`src/rtl/clock_ctrl_pkg.sv`:
```
// Shared types and constants for the clock-generation control blocks.
//   pll_ctrl_state_t : sequencer states of pll_lock_ctrl
//   LOSS_CNT_W       : width of the lock-loss event counter
package clock_ctrl_pkg;

    typedef enum logic [2:0] {
        PLL_RST,
        WAIT_LOCK,
        STABLE,
        RUN,
        FAIL
    } pll_ctrl_state_t;

    localparam int unsigned LOSS_CNT_W = 8;

endpackage

```
`src/rtl/sync_2ff.sv`:
```
// Two-flop synchroniser for asynchronous level/status inputs.
// Ports:
//   clk   : destination clock
//   rst_n : synchronous active-low reset, clears both stages to 0
//   d     : asynchronous input
//   q     : synchronised output (two clk edges of latency)
module sync_2ff #(
    parameter int unsigned WIDTH = 1
) (
    input  logic             clk,
    input  logic             rst_n,
    input  logic [WIDTH-1:0] d,
    output logic [WIDTH-1:0] q
);

    logic [WIDTH-1:0] meta;

    always_ff @(posedge clk) begin
        if (!rst_n) begin
            meta <= '0;
            q    <= '0;
        end else begin
            meta <= d;
            q    <= meta;
        end
    end

endmodule

```
`src/rtl/pll_lock_ctrl.sv`:
```
// PLL start-up sequencer on the 25 MHz reference clock. Pulses the PLL
// reset, waits for a qualified lock with a timeout and bounded retries,
// and holds the downstream reset until lock has been stable long enough.
// Ports:
//   clk_25m       : reference clock, the only clock
//   rst_n         : synchronous active-low reset
//   pll_lock      : PLL lock, asynchronous (synchronised internally)
//   restart       : synchronous pulse forcing a full PLL restart
//   pll_rst       : PLL reset, active-high (PLL_RST and FAIL states)
//   sys_rst       : downstream reset request, active-high (not RUN)
//   clk_ok        : high only in RUN
//   fail          : high only in FAIL
//   retry_cnt     : retries consumed since last RUN entry or reset
//   lock_loss_cnt : saturating count of lock losses in RUN
// Optional feature: define PLL_LOCK_CTRL_LOSS_CNT_EN to build the
// lock-loss counter; otherwise lock_loss_cnt is tied to 0.
module pll_lock_ctrl
    import clock_ctrl_pkg::*;
#(
    parameter int unsigned PLL_RST_CYCLES     = 16,
    parameter int unsigned LOCK_STABLE_CYCLES = 1024,
    parameter int unsigned LOCK_TIMEOUT       = 65536,
    parameter int unsigned MAX_RETRIES        = 7
) (
    input  logic                               clk_25m,
    input  logic                               rst_n,
    input  logic                               pll_lock,
    input  logic                               restart,
    output logic                               pll_rst,
    output logic                               sys_rst,
    output logic                               clk_ok,
    output logic                               fail,
    output logic [$clog2(MAX_RETRIES+1)-1:0]   retry_cnt,
    output logic [LOSS_CNT_W-1:0]              lock_loss_cnt
);

    localparam int unsigned MAX_AB  = (PLL_RST_CYCLES > LOCK_STABLE_CYCLES) ?
                                      PLL_RST_CYCLES : LOCK_STABLE_CYCLES;
    localparam int unsigned CNT_MAX = (MAX_AB > LOCK_TIMEOUT) ? MAX_AB : LOCK_TIMEOUT;
    localparam int unsigned CNT_W   = $clog2(CNT_MAX);
    localparam int unsigned RTY_W   = $clog2(MAX_RETRIES + 1);

    localparam logic [CNT_W-1:0] RST_LAST = CNT_W'(PLL_RST_CYCLES - 1);
    localparam logic [CNT_W-1:0] STB_LAST = CNT_W'(LOCK_STABLE_CYCLES - 1);
    localparam logic [CNT_W-1:0] TMO_LAST = CNT_W'(LOCK_TIMEOUT - 1);
    localparam logic [RTY_W-1:0] RTY_LAST = RTY_W'(MAX_RETRIES);

    pll_ctrl_state_t  state;
    pll_ctrl_state_t  state_nxt;
    logic [CNT_W-1:0] cnt;
    logic             lock_s;
    logic             retry_inc;
    logic             retry_clr;

    sync_2ff #(
        .WIDTH (1)
    ) u_lock_sync (
        .clk   (clk_25m),
        .rst_n (rst_n),
        .d     (pll_lock),
        .q     (lock_s)
    );

    always_ff @(posedge clk_25m) begin
        if (!rst_n) begin
            state <= PLL_RST;
        end else begin
            state <= state_nxt;
        end
    end

    always_comb begin
        state_nxt = state;
        retry_inc = 1'b0;
        retry_clr = 1'b0;
        pll_rst   = 1'b0;
        sys_rst   = 1'b1;
        clk_ok    = 1'b0;
        fail      = 1'b0;

        case (state)
            PLL_RST: begin
                if (cnt == RST_LAST) begin
                    state_nxt = WAIT_LOCK;
                end
            end
            WAIT_LOCK: begin
                // Lock takes priority over a timeout expiring on the same edge.
                if (lock_s) begin
                    state_nxt = STABLE;
                end else if (cnt == TMO_LAST) begin
                    if (retry_cnt == RTY_LAST) begin
                        state_nxt = FAIL;
                    end else begin
                        retry_inc = 1'b1;
                        state_nxt = PLL_RST;
                    end
                end
            end
            STABLE: begin
                if (!lock_s) begin
                    state_nxt = WAIT_LOCK;
                end else if (cnt == STB_LAST) begin
                    state_nxt = RUN;
                    retry_clr = 1'b1;
                end
            end
            RUN: begin
                if (!lock_s) begin
                    state_nxt = PLL_RST;
                end
            end
            FAIL: begin
                state_nxt = FAIL;
            end
            default: begin
                state_nxt = PLL_RST;
            end
        endcase

        if (restart) begin
            state_nxt = PLL_RST;
            retry_inc = 1'b0;
            retry_clr = 1'b1;
        end

        pll_rst = (state == PLL_RST) || (state == FAIL);
        sys_rst = (state != RUN);
        clk_ok  = (state == RUN);
        fail    = (state == FAIL);
    end

    // A restart re-enters PLL_RST even from PLL_RST, so it also clears cnt.
    always_ff @(posedge clk_25m) begin
        if (!rst_n) begin
            cnt <= '0;
        end else if (restart || (state_nxt != state)) begin
            cnt <= '0;
        end else if ((state != RUN) && (state != FAIL)) begin
            cnt <= cnt + 1'b1;
        end
    end

    always_ff @(posedge clk_25m) begin
        if (!rst_n) begin
            retry_cnt <= '0;
        end else if (retry_clr) begin
            retry_cnt <= '0;
        end else if (retry_inc) begin
            retry_cnt <= retry_cnt + 1'b1;
        end
    end

`ifdef PLL_LOCK_CTRL_LOSS_CNT_EN
    logic                  loss_evt;
    logic [LOSS_CNT_W-1:0] loss_q;

    assign loss_evt = (state == RUN) && !lock_s && !restart;

    always_ff @(posedge clk_25m) begin
        if (!rst_n) begin
            loss_q <= '0;
        end else if (loss_evt && (loss_q != '1)) begin
            loss_q <= loss_q + 1'b1;
        end
    end

    assign lock_loss_cnt = loss_q;
`else
    assign lock_loss_cnt = '0;
`endif

endmodule

```
`config.mk`:
```
export PLATFORM = sky130hd
export DESIGN_NAME = pll_lock_ctrl
export DESIGN_NICKNAME = d
export VERILOG_FILES = /design/src/rtl/clock_ctrl_pkg.sv /design/src/rtl/sync_2ff.sv /design/src/rtl/pll_lock_ctrl.sv
export SDC_FILE = /design/constraint.sdc
export NUM_CORES = 1
export LEC_CHECK = 0
export BUFFER_PORTS_ARGS = -buffer_cell sky130_fd_sc_hd__buf_2
export CORE_MARGIN = 3
export CORE_UTILIZATION = 30
export DETAILED_ROUTE_END_ITERATION = 7
export PLACE_DENSITY_LB_ADDON = 0.12
export SYNTH_ARGS = -nofsm -noshare
export SYNTH_HDL_FRONTEND = slang
export SYNTH_HIERARCHICAL = 1
export SYNTH_SLANG_ARGS = --single-unit
```
`constraint.sdc`:
```
create_clock -name clk_25m -period 5.4 [get_ports clk_25m]
set_clock_uncertainty 0.05 [all_clocks]
set_input_delay 0 -clock clk_25m [delete_from_list [all_inputs] [get_ports clk_25m]]
set_output_delay 0 -clock clk_25m [all_outputs]
set_load 0.005 [all_outputs]
```
Yosys cells after proc, flatten, opt, wreduce, memory -nomap -nowiden
Cells that the tools add are included.
- flip-flop bits (word level): 24
- output and inout port bits: 15
- word-level logic and storage cells: 43
- add/sub/neg operators: 2
- equality and inequality tests: 11
- multiplexer cells: 18
- bitwise logic cells: 1
- reduce and logical (&&, ||, !) cells: 6
- operators by type and width (cell ; count):
    $mux 3 ; 8
    $add 16x1->16 const B ; 1
    $eq 16x10->1 const B ; 1
    $eq 16x16->1 const B ; 1
    $eq 16x4->1 const B ; 1
    $pmux 3 s5 ; 1
    $mux 1 ; 9
    $eq 3x2->1 const B ; 2
    $eq 3x3->1 const B ; 2
    $reduce_or 2->1 ; 2
    $add 3x1->3 const B ; 1
    $eq 3x1->1 const B ; 1
    $logic_not 3->1 ; 1
    $ne 3x2->1 const B ; 1
    $ne 3x3->1 ; 1
    $ne 3x3->1 const B ; 1
    $logic_or 1x1->1 ; 2
    $logic_and 1x1->1 ; 1
    $not 1->1 ; 1

Longest topological paths before layout
- word-level depth: 9
- mapped depth: 7

Cells and area by module
Netlist, hierarchy kept.
- modules (own cells, without submodules) (module ; instances ; cells an instance ; area an instance (sq um)):
    pll_lock_ctrl ; 1 ; 147 ; 1275.0
    sync_2ff ; 1 ; 4 ; 52.6

Least setup slack after synthesis
No wires, ideal clock.
- path type: register -> register
- start point: register cnt[0]
- end point: register cnt[7]
- arrival time: 1811 ps
- path slack: 3398 ps
- cell stages (with the launch flop): 8
- path buffers: 1
- clock period less this slack: 2002 ps
- cell sequence: dfxtp_1 -> ha_1 -> nand3_1 -> nor3_1 -> nand4_1 -> nand2_1 -> buf_1 -> nor4_1
- longest elaborated chain between the ends: 8
- elaborated cells on any way between the ends: 14
- those cells by class: 1 x add/sub; 4 x eq/ne; 7 x mux; 2 x reduce/logical
- ends and longest elaborated chain (what ; line ; text):
    start, declared ; pll_lock_ctrl.sv:50 ; logic [CNT_W-1:0] cnt;
    start signal, assigned ; pll_lock_ctrl.sv:140 ; cnt <= cnt + 1'b1;
    $eq 16x10->1 / $eq 16x16->1 (equally long branches) ; pll_lock_ctrl.sv:103, pll_lock_ctrl.sv:91 ;
    $mux 3, on equally long branches ; pll_lock_ctrl.sv:103, pll_lock_ctrl.sv:91 ;
    $mux 3, on equally long branches ; pll_lock_ctrl.sv:101, pll_lock_ctrl.sv:89 ;
    $pmux 3 s5 ; pll_lock_ctrl.sv:81 ; case (state)
    $mux 3 ; pll_lock_ctrl.sv:121 ; if (restart) begin
    $ne 3x3->1 ; pll_lock_ctrl.sv:137 ; end else if (restart || (state_nxt != state)) begin
    $logic_or 1x1->1 ; pll_lock_ctrl.sv:137 ;
    $reduce_or 2->1 (no source line) ; - ;
Several ways; a longest one is shown, not always the timed one.
A chain may end at the register's enable or synchronous reset.

Worst setup path after layout
- start point: register cnt[0]
- end point: register cnt[12]
Same word-level chain as after synthesis.

==> flow_summary.yaml <==
yosys:
  synth.most_common_cell: "dfxtp_1"
  yosys-top-cells-area: "dfxtp_1 (36%), xnor2_1 (6.6%), xor2_1 (4.6%)"
  yosys_warnings: 6
  synth_top_cell_by_area: "dfxtp_1"
  dominantRegCellSynth: "dfxtp_1"
  netlist_top_cells_count: "dfxtp_1 (24), nor2_1 (12), nor3_1 (11)"
  ys_async_sr_fraction_pct: 0
  synth_cell_types: 39
  synth-seq-area-share_pct: 36.2
  syn_area_per_cell_um2: 8.79
  ys_ff_latch: 24
  synth_edf_count: 0
  syn_inst: 151
  synth_top_area_share_pct: 36.2
  syn_area_mm2: 0.00133
cts:
  cts.sinks: 24
  clkTransAtPathRegs_ps: 90
  post_cts_resized: 0
  insertion_delay_ps: 260
  htreeDepth: 1
  clock_tree.buffer_depth: 2
  cts_tree: "yes"
  cts-buffers-inserted: 3
  cts_setup_buffers: 0
  holdBufCountCts: 3
  cts-root-buf: "clkbuf_8"
min_path:
  hold_start: "restart"
  whs_path_depth: 3
  hold_class: "primary input to flip-flop"
  hold_end: "state[0]$_SDFF_PN0_"
sta:
  max_freq_ghz: 0.366
  fin_crit_sh_pct: 50.6
  finalSetupTns_ps: 0
  rsz0062_at_grt: "no"
  final_max_slew_viol_count: 0
  worst_pin_slew_ps: 1210
  hold_slack_ps: 64.2
  setup_viol: 0
  relSlewSlack_pct: 19.0
  hold_viol: 0
  period_minus_slack_ps: 2730
outcome:
  status: "completed"
critical_path:
  endpoint_kind: "flip-flop"
  cp_top_family: "simple AND/OR/NAND/NOR gates"
  r2r-end: "cnt[12]$_SDFFE_PP0P_"
  slowest_stage: "nor3_2"
  cpMostUsedCell: "nor3_1"
  criticalPathCategory: "flip-flop to flip-flop"
  slowest_delay_ps: 940
  r2r_cells: 6
  worstPathRequired_ps: 5450
  cp_data_arrival_time_ps: 2780
  crit_buf_inv: 0
  crit_chain: "ha_1 -> nand3_1 -> nor3_1 -> a21boi_1 -> nor3_2 -> nor3_1"
  start_kind: "flip-flop"
  reg2reg_from: "cnt[0]$_SDFFE_PP0P_"
  worst-r2r-setup-slack_ps: 2670
  crit_path_max_fanout: 16
global_routing:
  grt_pass1_vias: 1081
  antenna_found_initial: 0
  overflow: 0
  grt_usage_pct: 11.9
  grt_max_degree: 17
  grt_pass1_wl_mm: 5.06
run:
  maxCapViolCount: 0
layout:
  fin_area_mm2: 0.00146
  fill_cells: 451
  fin_nets: 172
  n_antenna_cell: 0
  instances_no_fill: 213
  seq_area_um2: 480
  multi_input_area_um2: 769
  drive_gt1_share_pct: 16.6
  area_growth_pct: 10.3
floorplan:
  ios: 19
  die_y_um: 72.5
  die_w_um: 72.5
  core-area_mm2: 0.00414
  start_util_pct: 32.0
  rows: 23
  design.die.area_mm2: 0.00526
power_and_ir_drop:
  power_density_mw_per_mm2: 204
  ir_drop_uv: 111
  leakagePower_nw: 0.552
placed_design:
  dp_hpwl_mm: 2.15
  placed_area_mm2: 0.00139
  portBuffers: 10
  dpl.cell_count: 207
  gp_congestion: 0.779
route:
  ant_nets: 0
  drt_iter0_markers: 57
  drt_first_pass_iters: 4
  vias: 1112
  wl_mm: 2.94
  vias_per_cell: 5.22
  wl_per_cell_um: 13.8
  drc: 0
[power breakdown]
group / leakage [nW] / total [mW] / internal [mW] / switching (mW)
Sequential: 0.194 / 0.179 / 0.178 / 0.00117
Clock: 0.0216 / 0.108 / 0.0499 / 0.0576
Combinational: 0.337 / 0.0116 / 0.00458 / 0.00698
[per-layer routing]
metal / vias up / part of all wire (%) / wire length, µm / GRT usage, %
met2: 28 / 49 / 1440 / 20.1
li1: 551 / - / - / -
met4: 0 / 0.65 / 19 / 2.46
met1: 531 / 46 / 1350 / 15.4
met3: 2 / 4.5 / 132 / 2.91
met5: - / 0 / 0 / 0
[layout by cell type, fill, tap and decap left out, types with 2 or more instances in the layout]
master	Yosys	routed
dfxtp_1	24	24
nor2_1	12	12
nor3_1	11	11
nand2_1	10	10
xnor2_1	10	10
buf_2	2	10
nor4_1	8	8
conb_1	1	8
xor2_1	7	7
inv_1	6	6
nand4_1	6	6
nand3_1	6	6
nor3_2	4	4
a21oi_1	3	3
or4_1	3	3
mux2i_1	3	3
ha_1	3	3
clkbuf_8	0	3
dlygate4sd3_1	0	3
inv_2	2	2
nor4_2	2	2
and2_1	2	2
[sequential cells by signal, indices dropped and copies added (netlist names)]
register,flops
cnt,16
u_lock_sync/meta,1
state,3
u_lock_sync/q,1
retry_cnt,3
[worst register-to-register path, stage by stage (launching register included)]
cell and delay [ps]:
dfxtp_1 390, ha_1 180, nand3_1 170, nor3_1 520
a21boi_1 180, nor3_2 940, nor3_1 150
[cell type report]
cell class	count	area share [%]
sequential	24	32.8
inverter	8	2.05
timing repair buffer	13	5.47
tap	50	4.27
multi-input combinational	115	52.6
clock buffer	3	2.82
[kinds of logic after synthesis]
| logic type | synth area share [%] |
|---|---|
| buf+inv | 7.82 |
| other cells | 0.282 |
| simple gates | 33.4 |
| xor+xnor | 11.2 |
| compound gates | 6.03 |
| flops | 36.2 |
| fa+ha+maj | 2.83 |
| mux | 2.26 |
[worst max-delay path by stage]
stage,start,end,slack [ps],depth (start not counted)
finish,cnt[0]$_SDFFE_PP0P_,cnt[12]$_SDFFE_PP0P_,2670,6
global route,cnt[0]$_SDFFE_PP0P_,cnt[6]$_SDFFE_PP0P_,2270,6
CTS,cnt[0]$_SDFFE_PP0P_,cnt[12]$_SDFFE_PP0P_,2650,6
detailed placement,cnt[0]$_SDFFE_PP0P_,cnt[12]$_SDFFE_PP0P_,2660,6
global placement,cnt[0]$_SDFFE_PP0P_,cnt[12]$_SDFFE_PP0P_,2870,6
floorplan,cnt[0]$_SDFFE_PP0P_,cnt[7]$_SDFFE_PP0P_,3400,7
[per-stage QoR]
step / setup slack (ps) / util [%] / power [mW]
final: 2670 / 35.3 / 0.298
after global routing: 2270 / 35.3 / 0.314
after CTS: 2650 / 35.3 / 0.303
after detailed placement: 2660 / 33.6 / 0.193
after global placement: 2870 / 33.6 / 0.193
after floorplan: 3400 / - / 0.194
Note: power is estimated with default switching activity, not from simulation.
